## src/rtl/uart_pkg.sv

```systemverilog
// uart_pkg: UART state encoding and parity mode constants shared by RX and TX blocks
package uart_pkg;
  typedef enum logic [2:0] {S_IDLE, S_START, S_DATA, S_PARITY, S_STOP, S_BREAK_WAIT} rx_state_t;
  localparam int PARITY_NONE = 0;
  localparam int PARITY_EVEN = 1;
  localparam int PARITY_ODD = 2;
endpackage

```

## src/rtl/uart_rx_fifo.sv

```systemverilog
// uart_rx_fifo: first-word-fall-through receive FIFO with occupancy count and drop pulse
module uart_rx_fifo #(
  parameter int WIDTH = 10,
  parameter int DEPTH = 4,
  localparam int AW = $clog2(DEPTH)
) (
  input  logic             clk,
  input  logic             rst_n,
  input  logic             push,
  input  logic [WIDTH-1:0] din,
  input  logic             pop,
  output logic [WIDTH-1:0] dout,
  output logic             valid,
  output logic [AW:0]      count,
  output logic             overrun
);
  logic [WIDTH-1:0] mem [DEPTH];
  logic [AW-1:0] wr, rd;
  logic full, do_push, do_pop;
  assign valid = count != '0;
  assign full = count == (AW+1)'(DEPTH);
  assign do_pop = pop & valid;
  assign do_push = push & (~full | do_pop);
  assign dout = mem[rd];
  // storage only; unread slots are masked downstream so no reset is needed
  always_ff @(posedge clk)
    if (do_push) mem[wr] <= din;
  // pointers wrap naturally at the power-of-two depth; a refused push raises a one-cycle overrun
  always_ff @(posedge clk or negedge rst_n)
    if (!rst_n) begin
      wr <= '0;
      rd <= '0;
      count <= '0;
      overrun <= 1'b0;
    end else begin
      wr <= do_push ? wr + AW'(1) : wr;
      rd <= do_pop ? rd + AW'(1) : rd;
      count <= count + (AW+1)'(do_push) - (AW+1)'(do_pop);
      overrun <= push & ~do_push;
    end
endmodule

```

## src/rtl/uart_rx_param.sv

```systemverilog
// uart_rx_param: mid-bit sampling UART receiver with configurable framing and a receive FIFO
module uart_rx_param
  import uart_pkg::*;
#(
  parameter int DATA_BITS = 8,
  parameter int PARITY = 0,
  parameter int FIFO_DEPTH = 4,
  parameter int DIV_W = 12
) (
  input  logic                         clk,
  input  logic                         rst_n,
  input  logic                         uart_rx,
  input  logic [DIV_W-1:0]             baud_div,
  output logic [7:0]                   data_rx,
  output logic                         uart_valid,
  input  logic                         uart_ready,
  output logic                         frame_err,
  output logic                         parity_err,
  output logic                         overrun,
  output logic [$clog2(FIFO_DEPTH):0]  fifo_count
);
  logic [1:0] sync;
  logic rx_s, tick, last_bit, perr, push, valid;
  rx_state_t state, state_n;
  logic [DIV_W-1:0] cnt, div_q;
  logic [DATA_BITS-1:0] sh;
  logic [2:0] idx;
  logic [9:0] push_word, head;
  assign rx_s = sync[1];
  assign tick = cnt == '0;
  assign last_bit = idx == 3'(DATA_BITS-1);
  // two-flop synchroniser for the asynchronous line, idling high
  always_ff @(posedge clk or negedge rst_n)
    if (!rst_n) sync <= 2'b11;
    else sync <= {sync[0], uart_rx};
  // state register
  always_ff @(posedge clk or negedge rst_n)
    if (!rst_n) state <= S_IDLE;
    else state <= state_n;
  // frame sequencing: each timed state advances only on a counter event
  always_comb begin
    state_n = state;
    case (state)
      S_IDLE:       if (!rx_s) state_n = S_START;
      S_START:      if (tick) state_n = rx_s ? S_IDLE : S_DATA;
      S_DATA:       if (tick && last_bit) state_n = (PARITY != PARITY_NONE) ? S_PARITY : S_STOP;
      S_PARITY:     if (tick) state_n = S_STOP;
      S_STOP:       if (tick) state_n = rx_s ? S_IDLE : S_BREAK_WAIT;
      S_BREAK_WAIT: if (rx_s) state_n = S_IDLE;
      default:      state_n = S_IDLE;
    endcase
  end
  // the completed byte is pushed on the stop-bit sample, a low stop marks a framing error
  always_comb begin
    push = state == S_STOP && tick;
    push_word = {8'(sh), ~rx_s, perr};
  end
  // bit timer, divider latch, LSB-first shifter and parity check
  always_ff @(posedge clk or negedge rst_n)
    if (!rst_n) begin
      cnt <= '0;
      div_q <= '0;
      sh <= '0;
      idx <= '0;
      perr <= 1'b0;
    end else begin
      if (state == S_IDLE) begin
        if (!rx_s) begin
          div_q <= baud_div;
          cnt <= baud_div >> 1;
          idx <= '0;
          perr <= 1'b0;
        end
      end else if (state != S_BREAK_WAIT) cnt <= tick ? div_q : cnt - DIV_W'(1);
      if (state == S_DATA && tick) begin
        sh <= {rx_s, sh[DATA_BITS-1:1]};
        idx <= idx + 3'd1;
      end
      if (state == S_PARITY && tick) perr <= (PARITY == PARITY_EVEN) ? ^{sh, rx_s} : ~^{sh, rx_s};
    end
  uart_rx_fifo #(.WIDTH(10), .DEPTH(FIFO_DEPTH)) u_fifo (
    .clk(clk),
    .rst_n(rst_n),
    .push(push),
    .din(push_word),
    .pop(uart_ready),
    .dout(head),
    .valid(valid),
    .count(fifo_count),
    .overrun(overrun)
  );
  assign uart_valid = valid;
  assign data_rx = valid ? head[9:2] : '0;
  assign frame_err = valid & head[1];
  assign parity_err = valid & head[0];
endmodule

```

## config.mk

```make
export PLATFORM = sky130hd
export DESIGN_NAME = uart_rx_param
export DESIGN_NICKNAME = d
export VERILOG_FILES = /design/src/rtl/uart_pkg.sv /design/src/rtl/uart_rx_fifo.sv /design/src/rtl/uart_rx_param.sv
export SDC_FILE = /design/constraint.sdc
export NUM_CORES = 1
export LEC_CHECK = 0
export ABC_AREA = 1
export CAP_MARGIN = 20
export CORE_UTILIZATION = 59
export DETAILED_ROUTE_END_ITERATION = 8
export GPL_TIMING_DRIVEN = 0
export HOLD_SLACK_MARGIN = 0.03
export PLACE_DENSITY_LB_ADDON = 0.2
export SYNTH_ARGS = -nofsm -noshare
export SYNTH_HDL_FRONTEND = slang
export SYNTH_HIERARCHICAL = 1
export SYNTH_SLANG_ARGS = --single-unit
```

## constraint.sdc

```tcl
create_clock -name clk -period 3.27 [get_ports clk]
set_input_delay 0.981 -clock clk [delete_from_list [all_inputs] [get_ports clk]]
set_output_delay 0.981 -clock clk [all_outputs]
set_load 0.01 [all_outputs]
```

==> summary.txt <==
startpoint of the most critical hold path: sync[0]$_DFF_PN1_
total number of placement rows: 32
DRC violation count after routing: 0
FFs w/ async S/R, synth: 0.5506
total power: 0.004333 W
CTS hold repair buffers: 0
cells along the critical path: nor2_2, nand2_1, nand2_1, inv_1, clkdlybuf4s50_1
gp weighted congestion: 0.9372
startpoint-to-endpoint class of the critical path: flop to primary output
Critical Path Max Stage Delay: 0.52 ns
wire length of the first global-routing pass: 16.30 mm
crit end category: primary output
Static Leakage: 2.548 nW
max-slew violation total from the final report: 0
total core area: 7727 µm²
MaxCap Viol Count: 0
Final nets: 598
placed cells: 663
worst min path class: flop to flop
Detail Route met3 WL: 362 µm
CP most frequent cell: nand2_1
DR iter-0 viols: 205
clock latency reported for the late side of the worst-skew pair: 0.36 ns
grt ovf: 0
clock transition time at the flip-flop clock pins of the worst setup and hold paths: 0.10 ns
pre-CTS setup slack: 0.2981 ns
most frequent cells in the layout: 161 x nand2_1, 67 x inv_1, 47 x dfrtp_1
most common cell after layout, fill and taps aside: nand2_1
Inserted Clock Buffers: 9
CP Data Arrival Time: 2.04 ns
Met1 Routed Length: 4.017 mm
number of antenna violations at the first check in global routing: 0
Sink Count: 89
average wire length per cell after detail routing: 14.05 µm
max layer used: met4
area growth from synthesis to layout: 13.49%
power density of the placed cells: 813.8 nW/µm²
# diodes: 0
internal portion of total power: 0.002492 W
startpoint of the lowest-slack register-to-register path: cnt[0]$_DFFE_PN0P_
deepest clock path buffer count: 2
sequential fraction of design power: 0.356
relative max-transition margin: 0.3238
Clock Power Share: 0.170
First-pass DRT Iterations: 4
Critical Path Start Type: flop
top-level I/O count: 31
CTS tree: done
final HPWL from detailed placement: 6.757 mm
fraction of power consumed by combinational cells: 0.474
Synth Warn #: 6
total length of routed met2 wires: 5.020 mm
count of input and output buffers: 30
net count after synthesis: 557
Worst EP required: 2.29 ns
clock period minus final worst setup slack: 3.026 ns
RSZ-0062 raised after global routing: false
achievable frequency: 330.5 MHz
count of flip-flops with a built-in enable after synthesis: 40
layout cells sized above 1: 0.1476
highest fanout seen on the critical path: 14
flip-flop cell with the highest count after synthesis: dfrtp_1
floorplan die area: 8313 µm²
Post-Synthesis Cell Area: 4692 µm²
buffer count from post-CTS setup fixing: 0
final-report hold violation count: 0
number of unique standard cell types used by synthesis: 41
via count of the first global-routing pass: 3535
starting density of the core: 0.6072
slowest cell on the critical path: clkdlybuf4s50_1
die width: 91.18 µm
sequential area share after synthesis: 0.5179
worst-case setup margin in the final layout: 0.2442 ns
number of vias in the routed layout: 3561
Yosys reg bits: 89
htree depth: 3
post_cts resized: 0
Worst-Margin Slew: 1.010 ns
CTS Root Buffer Type: clkbuf_8
net switching share of the total power: 0.4249
detailed-route wire length: 9.525 mm
maximum number of pins on one net before global-route repair: 26
Cell Count, Final, Fillers Out: 678
Overall Global Routing Usage: 0.2549
final worst-path cycle share: 0.9253
number of nets still failing antenna checks after routing: 0
worst-case clock skew: 0.01214 ns
cells after synthesis: 530
status: finished, final reports clean
Worst IR Drop VDD: 429.4 µV
Setup-failing EPs final: 0
vias per inst: 5.252
power dissipated by switching net loads: 0.001841 W
die boundary height: 91.18 µm
launch point of the worst path: u_fifo/count[1]$_DFF_PN0_
Avg Inst Size Synth: 8.853 µm²
critical path: cells and delay by family (launching register included):
kind,cells,cell delay (ns)
flops,1,0.48
simple gates,3,0.60
buf+inv,2,0.59
final cells by class:
class,count,area [µm²]
Multi-Input combinational cell,351,1844
Timing Repair Buffer,31,315.3
Sequential cell,89,2430
Fill cell,605,2402
Inverter,76,302.8
Tap cell,102,127.6
Buffer,13,111.4
Clock inverter,7,70.07
Clock buffer,9,123.9
sequential cells by signal, summed over array words and instances, names as in the netlist:
| name | count |
|---|---|
| u_fifo/rd | 2 |
| sync | 2 |
| u_fifo/wr | 2 |
| div_q | 12 |
| u_fifo/mem | 40 |
| state | 3 |
| cnt | 12 |
| u_fifo/overrun | 1 |
| u_fifo/count | 3 |
| sh | 8 |
| idx | 3 |
| perr | 1 |
cell families (layout without fill, tap and decap cells):
kind of cell	after synthesis	count (layout)	synth area share
AOI/OAI and AO/OA	68	68	0.09387
xor gates and xnor gates	4	4	0.007468
adders and majority gates	11	11	0.03093
buffers and inverters	90	136	0.08906
DFF	89	89	0.5179
and+or+nand+nor	268	268	0.2608
per-layer routing:
metal | GRT usage | vias up
met5 | 0 | -
met4 | 0.09259 | 0
met3 | 0.03434 | 11
met2 | 0.4741 | 85
met1 | 0.2988 | 1685
li1 | - | 1780
cells in the mapped netlist (all sizes together), types with 6 or more instances:
cell type | number | area share
o21ai | 41 | 0.052
a21oi | 9 | 0.012
buf | 13 | 0.024
dfrtp | 47 | 0.25
inv | 76 | 0.065
ha | 10 | 0.027
edfxtp | 40 | 0.26
nor2 | 60 | 0.063
nand3 | 29 | 0.032
nand4 | 6 | 0.0080
nand2 | 171 | 0.15
o211ai | 12 | 0.021
final timing paths:
kind,end,slack [ns],cells past startpoint
worst max-delay path,data_rx[7],0.24,5
worst min-delay path,sync[1]$_DFF_PN1_,0.36,0
worst max register to register,u_fifo/mem[3][8]$_DFFE_PP_,0.33,9
worst min register to register,sync[1]$_DFF_PN1_,0.36,0
max in group asynchronous,sh[1]$_DFFE_PN0P_,2.11,2
min in group asynchronous,u_fifo/count[1]$_DFF_PN0_,0.61,1
through the flow:
stage          hold slack [ns]  setup TNS (ns)  utilization  instance area (µm²)
2_1_floorplan           0.3452               0            -                 4692
3_3_place_gp            0.3466          -12.36       0.6626                 5120
3_5_place_dp            0.3504               0       0.6645                 5135
4_1_cts                 0.3645               0       0.6896                 5329
5_1_grt                 0.3715               0       0.6891                 5325
6_report                0.3624               0       0.6891                 5325
power groups by stage:
| stage | registers (W) | logic [W] | clock network [W] |
|---|---|---|---|
| floorplan | 0.00154 | 0.00146 | 0 |
| global placement | 0.00156 | 0.00199 | 0 |
| detailed placement | 0.00156 | 0.00206 | 0 |
| CTS | 0.00154 | 0.00206 | 0.000749 |
| global route | 0.00157 | 0.00230 | 0.000793 |
| finish | 0.00154 | 0.00205 | 0.000737 |
(Power assumes the default switching activity.)
